## src/rtl/operand_fetch_pkg.sv

```systemverilog
// Shared types and default widths for the
// operand fetch and compute datapath.
package operand_fetch_pkg;

    localparam int ADDR_W_DEF = 4;
    localparam int DATA_W_DEF = 4;

    typedef enum logic [1:0] {
        S_IDLE,
        S_ISSUE,
        S_DRAIN,
        S_DONE
    } of_state_e;

endpackage

```

## src/rtl/fetch_addr_gen.sv

```systemverilog
// Base capture and wrap-around RAM/ROM read
// address counters for the operand stream.
module fetch_addr_gen
    import operand_fetch_pkg::*;
#(
    parameter int ADDR_W = ADDR_W_DEF
) (
    input  logic              clk,
    input  logic              rst,
    input  logic              load_i,
    input  logic              adv_i,
    input  logic [ADDR_W-1:0] len_i,
    input  logic [ADDR_W-1:0] ram_base_i,
    input  logic [ADDR_W-1:0] rom_base_i,
    output logic [ADDR_W-1:0] ram_addr_o,
    output logic [ADDR_W-1:0] rom_addr_o,
    output logic              last_o
);

    logic [ADDR_W-1:0] ram_addr_q, ram_addr_d;
    logic [ADDR_W-1:0] rom_addr_q, rom_addr_d;
    logic [ADDR_W-1:0] cnt_q, cnt_d;
    logic [ADDR_W-1:0] len_q, len_d;

    always_comb begin
        ram_addr_d = ram_addr_q;
        rom_addr_d = rom_addr_q;
        cnt_d      = cnt_q;
        len_d      = len_q;
        if (load_i) begin
            ram_addr_d = ram_base_i;
            rom_addr_d = rom_base_i;
            cnt_d      = '0;
            len_d      = len_i;
        end else if (adv_i) begin
            // plain ADDR_W-bit adds give the wrap for free
            ram_addr_d = ram_addr_q + ADDR_W'(1);
            rom_addr_d = rom_addr_q + ADDR_W'(1);
            cnt_d      = cnt_q + ADDR_W'(1);
        end
    end

    always_ff @(posedge clk) begin
        if (!rst) begin
            ram_addr_q <= '0;
            rom_addr_q <= '0;
            cnt_q      <= '0;
            len_q      <= '0;
        end else begin
            ram_addr_q <= ram_addr_d;
            rom_addr_q <= rom_addr_d;
            cnt_q      <= cnt_d;
            len_q      <= len_d;
        end
    end

    assign ram_addr_o = ram_addr_q;
    assign rom_addr_o = rom_addr_q;
    assign last_o     = (cnt_q == len_q - ADDR_W'(1));

endmodule

```

## src/rtl/operand_fetch.sv

```systemverilog
// Streams operand pairs from synchronous RAM/ROM
// into the compute unit for one dot product.
module operand_fetch
    import operand_fetch_pkg::*;
#(
    parameter int ADDR_W = ADDR_W_DEF,
    parameter int DATA_W = DATA_W_DEF
) (
    input  logic              clk,
    input  logic              rst,
    input  logic              start,
    input  logic [ADDR_W-1:0] len,
    input  logic [ADDR_W-1:0] ram_base,
    input  logic [ADDR_W-1:0] rom_base,
    output logic [ADDR_W-1:0] ram_addr,
    output logic [ADDR_W-1:0] rom_addr,
    input  logic [DATA_W-1:0] ram_data,
    input  logic [DATA_W-1:0] rom_data,
    output logic [DATA_W-1:0] ram_out,
    output logic [DATA_W-1:0] rom_out,
    output logic              enable,
    output logic              acc_clr,
    output logic              busy,
    output logic              done
);

    of_state_e state_q, state_d;
    logic      drain_q, drain_d;
    logic      accept;
    logic      last;
    logic      load;
    logic      adv;

    logic              acc_clr_q;
    logic              rd_vld_q;
    logic              enable_q;
    logic [DATA_W-1:0] ram_out_q;
    logic [DATA_W-1:0] rom_out_q;

    assign accept = (state_q == S_IDLE) && start;
    assign load   = accept && (len != '0);
    assign adv    = (state_q == S_ISSUE) && !last;

    fetch_addr_gen #(
        .ADDR_W(ADDR_W)
    ) u_addr_gen (
        .clk       (clk),
        .rst       (rst),
        .load_i    (load),
        .adv_i     (adv),
        .len_i     (len),
        .ram_base_i(ram_base),
        .rom_base_i(rom_base),
        .ram_addr_o(ram_addr),
        .rom_addr_o(rom_addr),
        .last_o    (last)
    );

    always_comb begin
        state_d = state_q;
        drain_d = drain_q;
        unique case (state_q)
            S_IDLE: begin
                if (start) begin
                    state_d = (len == '0) ? S_DONE : S_ISSUE;
                    drain_d = 1'b0;
                end
            end
            S_ISSUE: begin
                if (last) begin
                    state_d = S_DRAIN;
                    drain_d = 1'b0;
                end
            end
            S_DRAIN: begin
                // two cycles: memory latency, then output register
                if (drain_q) begin
                    state_d = S_DONE;
                end else begin
                    drain_d = 1'b1;
                end
            end
            S_DONE: begin
                state_d = S_IDLE;
            end
            default: begin
                state_d = S_IDLE;
            end
        endcase
    end

    always_ff @(posedge clk) begin
        if (!rst) begin
            state_q <= S_IDLE;
            drain_q <= 1'b0;
        end else begin
            state_q <= state_d;
            drain_q <= drain_d;
        end
    end

    always_ff @(posedge clk) begin
        if (!rst) begin
            acc_clr_q <= 1'b0;
            rd_vld_q  <= 1'b0;
            enable_q  <= 1'b0;
            ram_out_q <= '0;
            rom_out_q <= '0;
        end else begin
            acc_clr_q <= accept;
            rd_vld_q  <= (state_q == S_ISSUE);
            enable_q  <= rd_vld_q;
            if (rd_vld_q) begin
                ram_out_q <= ram_data;
                rom_out_q <= rom_data;
            end
        end
    end

    assign ram_out = ram_out_q;
    assign rom_out = rom_out_q;
    assign enable  = enable_q;
    assign acc_clr = acc_clr_q;
    assign busy    = (state_q != S_IDLE);
    assign done    = (state_q == S_DONE);

endmodule

```

## config.mk

```make
export PLATFORM = sky130hd
export DESIGN_NAME = operand_fetch
export DESIGN_NICKNAME = d
export VERILOG_FILES = /design/src/rtl/operand_fetch_pkg.sv /design/src/rtl/fetch_addr_gen.sv /design/src/rtl/operand_fetch.sv
export SDC_FILE = /design/constraint.sdc
export NUM_CORES = 1
export LEC_CHECK = 0
export ABC_AREA = 1
export BUFFER_PORTS_ARGS = -buffer_cell sky130_fd_sc_hd__clkbuf_2
export CORE_MARGIN = 3
export CORE_UTILIZATION = 46
export DETAILED_ROUTE_END_ITERATION = 8
export MAX_ROUTING_LAYER = met4
export PLACE_DENSITY = 0.75
export SLEW_MARGIN = 10
export SYNTH_ARGS = -nofsm -noshare
export SYNTH_HDL_FRONTEND = slang
export SYNTH_SLANG_ARGS = --single-unit
```

## constraint.sdc

```tcl
create_clock -name clk -period 1.7 [get_ports clk]
set_clock_uncertainty 0.05 [all_clocks]
set_input_delay 0.51 -clock clk [delete_from_list [all_inputs] [get_ports clk]]
set_output_delay 0.51 -clock clk [all_outputs]
set_load 0.02 [all_outputs]
```

==> results.sh <==
export IMPL_status="complete, no violations"
export IMPL_track_usage=0.1922
export IMPL_synth_edff_count=0
export IMPL_clkLatencyLatePin_ns=0.34
export IMPL_final_common_cell="nand2_1"
export IMPL_tritoncts="yes"
export IMPL_fin_hold_ws_ns=0.3291
export IMPL_die_area_um2=4021
export IMPL_htree_num_levels=2
export IMPL_finalInstanceArea_um2=2001
export IMPL_cp_slowest_stage_delay_ns=0.35
export IMPL_yosys_area_top_type="dfxtp_1"
export IMPL_drc=0
export IMPL_ys_ff_latch=30
export IMPL_r2r_cells=14
export IMPL_crit_chain="inv_2 > ha_4 > nand2_1 > inv_1 > nor2_1 > nand2_1 > nor2_1 > nand2_1 > nand2_2 > buf_6 > nand3_4 > nand2_1 > nand2_1 > nor2_1"
export IMPL_grt_max_degree=20
export IMPL_synth_fa_ha_area_frac=0.07426
export IMPL_synth_top_family_by_area="simple AND/OR/NAND/NOR gates"
export IMPL_dr_pass1_iters=4
export IMPL_drive_gt1_frac=0.3102
export IMPL_ant_nets=0
export IMPL_min_path_type="primary input to flip-flop"
export IMPL_regArea_um2=608.1
export IMPL_fin_nets=305
export IMPL_grt_overflow_total=0
export IMPL_maxCapViolCount=0
export IMPL_core_area_um2=3103
export IMPL_whs_endpoint="rom_out[3]"
export IMPL_gp_congestion=0.8245
export IMPL_die_w_um=63.42
export IMPL_synth_nets=251
export IMPL_dp_slack_ns=-0.003828
export IMPL_crit_path_frequent_cell="nand2_1"
export IMPL_clock_sinks=30
export IMPL_synth_seq_area_share=0.3960
export IMPL_synth_warnings=0
export IMPL_synth_mux_area_fraction=0
export IMPL_worstMarginPinSlew_ns=0.3051
export IMPL_p_leak_nw=1.041
export IMPL_worst_path_max_fanout=5
export IMPL_ios=43
export IMPL_synthArstFlopShare=0
export IMPL_period_minus_slack_ns=1.692
export IMPL_initial_core_util=0.4887
export IMPL_crit_slowest_cell="dfxtp_2"
export IMPL_antenna_found_initial=0
export IMPL_fin_tns_setup_ns=0
export IMPL_critical_path_class="flip-flop to flip-flop"
export IMPL_final_cell_mix="nand2_1 (47), nor2_1 (45), clkbuf_2 (41), dfxtp_1 (26), o21ai_0 (18)"
export IMPL_row_count=20
export IMPL_antenna_cells=0
export IMPL_cp_start_kind="flip-flop"
export IMPL_syn_inst=219
export IMPL_multiInputGateArea_um2=817.0
export IMPL_min_from="rom_data[3]"
export IMPL_hpwl_mm=2.435
export IMPL_grt_setup_unrepaired="true"
export IMPL_pwr_density_cell_nw_per_um2=1727
export IMPL_synth_avg_cell_area_um2=6.924
export IMPL_syn_to_final_growth_pct=31.93
export IMPL_holdPathStages=3
export IMPL_synth_cell_types=22
export IMPL_vias=1504
export IMPL_arrival_ns=1.91
export IMPL_routed_wl_mm=3.362
export IMPL_dieHeight_um=63.42
export IMPL_fillers=314
export IMPL_setup_viol=0
export IMPL_path_clk_slew_ns=0.10
export IMPL_slew_headroom=0.7964
export IMPL_ir_drop_mv=1.112
export IMPL_synth_simple_area_share=0.3012
export IMPL_regToRegEndpoint="state_q[0]"
export IMPL_grt_pass1_wl_mm=5.927
export IMPL_initialDrtViolationCount=104
export IMPL_finalMaxSlewViolations=0
export IMPL_portBuffers=42
export IMPL_netlist_area_um2=1516
export IMPL_hold_violations=0
export IMPL_crit_required_ns=1.92
export IMPL_synth_top_area_frac=0.3960
export IMPL_cts_buffers=5
export IMPL_first_global_vias=1338
export IMPL_synth_flop_cell="dfxtp_1"
export IMPL_dpl_instance_area_um2=1798
export IMPL_setup_slack_ns=0.007951
export IMPL_viasPerCell=4.730
export IMPL_synth_area_leaders="dfxtp_1 (40%), nand2_1 (12%), nor2_1 (11%), ha_1 (7.4%), o21ai_0 (6.6%)"
export IMPL_synth_compound_area_frac=0.1056
export IMPL_synth_xor_area_share=0.03465
export IMPL_timing_rr_start="u_addr_gen.len_q[0]"
export IMPL_r2r_slack_ns=0.008
export IMPL_cts_max_path_buffers=2
export IMPL_wl_per_cell_um=10.57
export IMPL_max_freq_mhz=591.0
export IMPL_cts_root_buf="clkbuf_4"
export IMPL_period_share=0.9953
export IMPL_end_kind="flip-flop"
==> state kept, by name, summed over array words and instances (netlist names) <==
register / cells
rd_vld_q: 1
ram_out: 4
u_addr_gen.len_q: 4
u_addr_gen.cnt_q: 4
u_addr_gen.rom_addr_o: 4
enable: 1
drain_q: 1
state_q: 2
u_addr_gen.ram_addr_o: 4
rom_out: 4
acc_clr: 1
==> per-layer routing <==
| layer | GRT usage | up-vias | share of wire |
|---|---|---|---|
| met1 | 0.2346 | 664 | 0.46 |
| met5 | - | - | 0 |
| met3 | 0.03743 | 8 | 0.050 |
| met4 | 0.09704 | 0 | 0.023 |
| met2 | 0.3012 | 37 | 0.47 |
| li1 | - | 795 | - |
==> synthesized netlist by cell type (2+ instances only) <==
cell      instances
nand2_2           3
nand3_1           8
xor2_1            4
xnor2_1           2
o22ai_1           4
dfxtp_1          30
nand2_1          49
buf_2             2
clkbuf_1          2
inv_2             7
o21ai_0          20
nor2_1           45
ha_1              9
inv_1            21
a21oi_1           6
==> worst max-delay path by stage <==
stage                                    from                        to  depth (start not counted)
after floorplan           u_addr_gen.len_q[0]                state_q[0]                         13
after detailed placement  u_addr_gen.len_q[0]  u_addr_gen.rom_addr_o[1]                         12
after CTS                 u_addr_gen.len_q[0]  u_addr_gen.ram_addr_o[2]                         13
after global placement    u_addr_gen.len_q[0]  u_addr_gen.ram_addr_o[1]                         13
final                     u_addr_gen.len_q[0]                state_q[0]                         14
after global routing      u_addr_gen.len_q[0]                state_q[0]                         14
==> metrics by stage <==
stage	total power, mW	utilization	std cells
floorplan	2.129	-	219
CTS	3.373	0.6258	315
global route	3.748	0.6448	318
finish	3.455	0.6448	318
detailed placement	2.524	0.5794	306
global placement	2.495	0.5794	306
==> kinds of logic (layout without fill, tap and decap cells) <==
kind of cell | Yosys count | count (layout)
AND/OR/NAND/NOR | 110 | 110
XOR/XNOR | 6 | 6
buffers and inverters | 33 | 88
AO/OA/AOI/OAI | 31 | 31
flip-flops | 30 | 30
adder cells (fa/ha/maj) | 9 | 9
==> worst max-delay path: cells and delay by family (launching register included) <==
kind,cells,cell delay (ns)
flops,1,0.35
fa+ha+maj,1,0.23
simple gates,10,0.74
buf+inv,3,0.22
==> final cells by class <==
type	count	share of cell area
flip-flops and latches	30	0.3039
inverters	28	0.05503
multi-input cells	156	0.4084
well taps	44	0.02752
clock inverters	2	0.03002
clock buffers	6	0.02564
repair buffers	52	0.1495
==> power breakdown <==
| group | internal [mW] | total, mW | switching (mW) |
|---|---|---|---|
| clock network | 0.498 | 0.767 | 0.269 |
| registers | 0.926 | 1.12 | 0.193 |
| logic | 0.641 | 1.57 | 0.928 |
==> what timing repair did <==
action | 4_1_cts | 5_1_grt
pin swaps | 0 | 2
gates resized for setup | 11 | 12
endpoints found under the setup margin | 9 | 16
hold buffers | 0 | 0
buffers inserted | 1 | 3
Power figures use the tool's default switching activity.
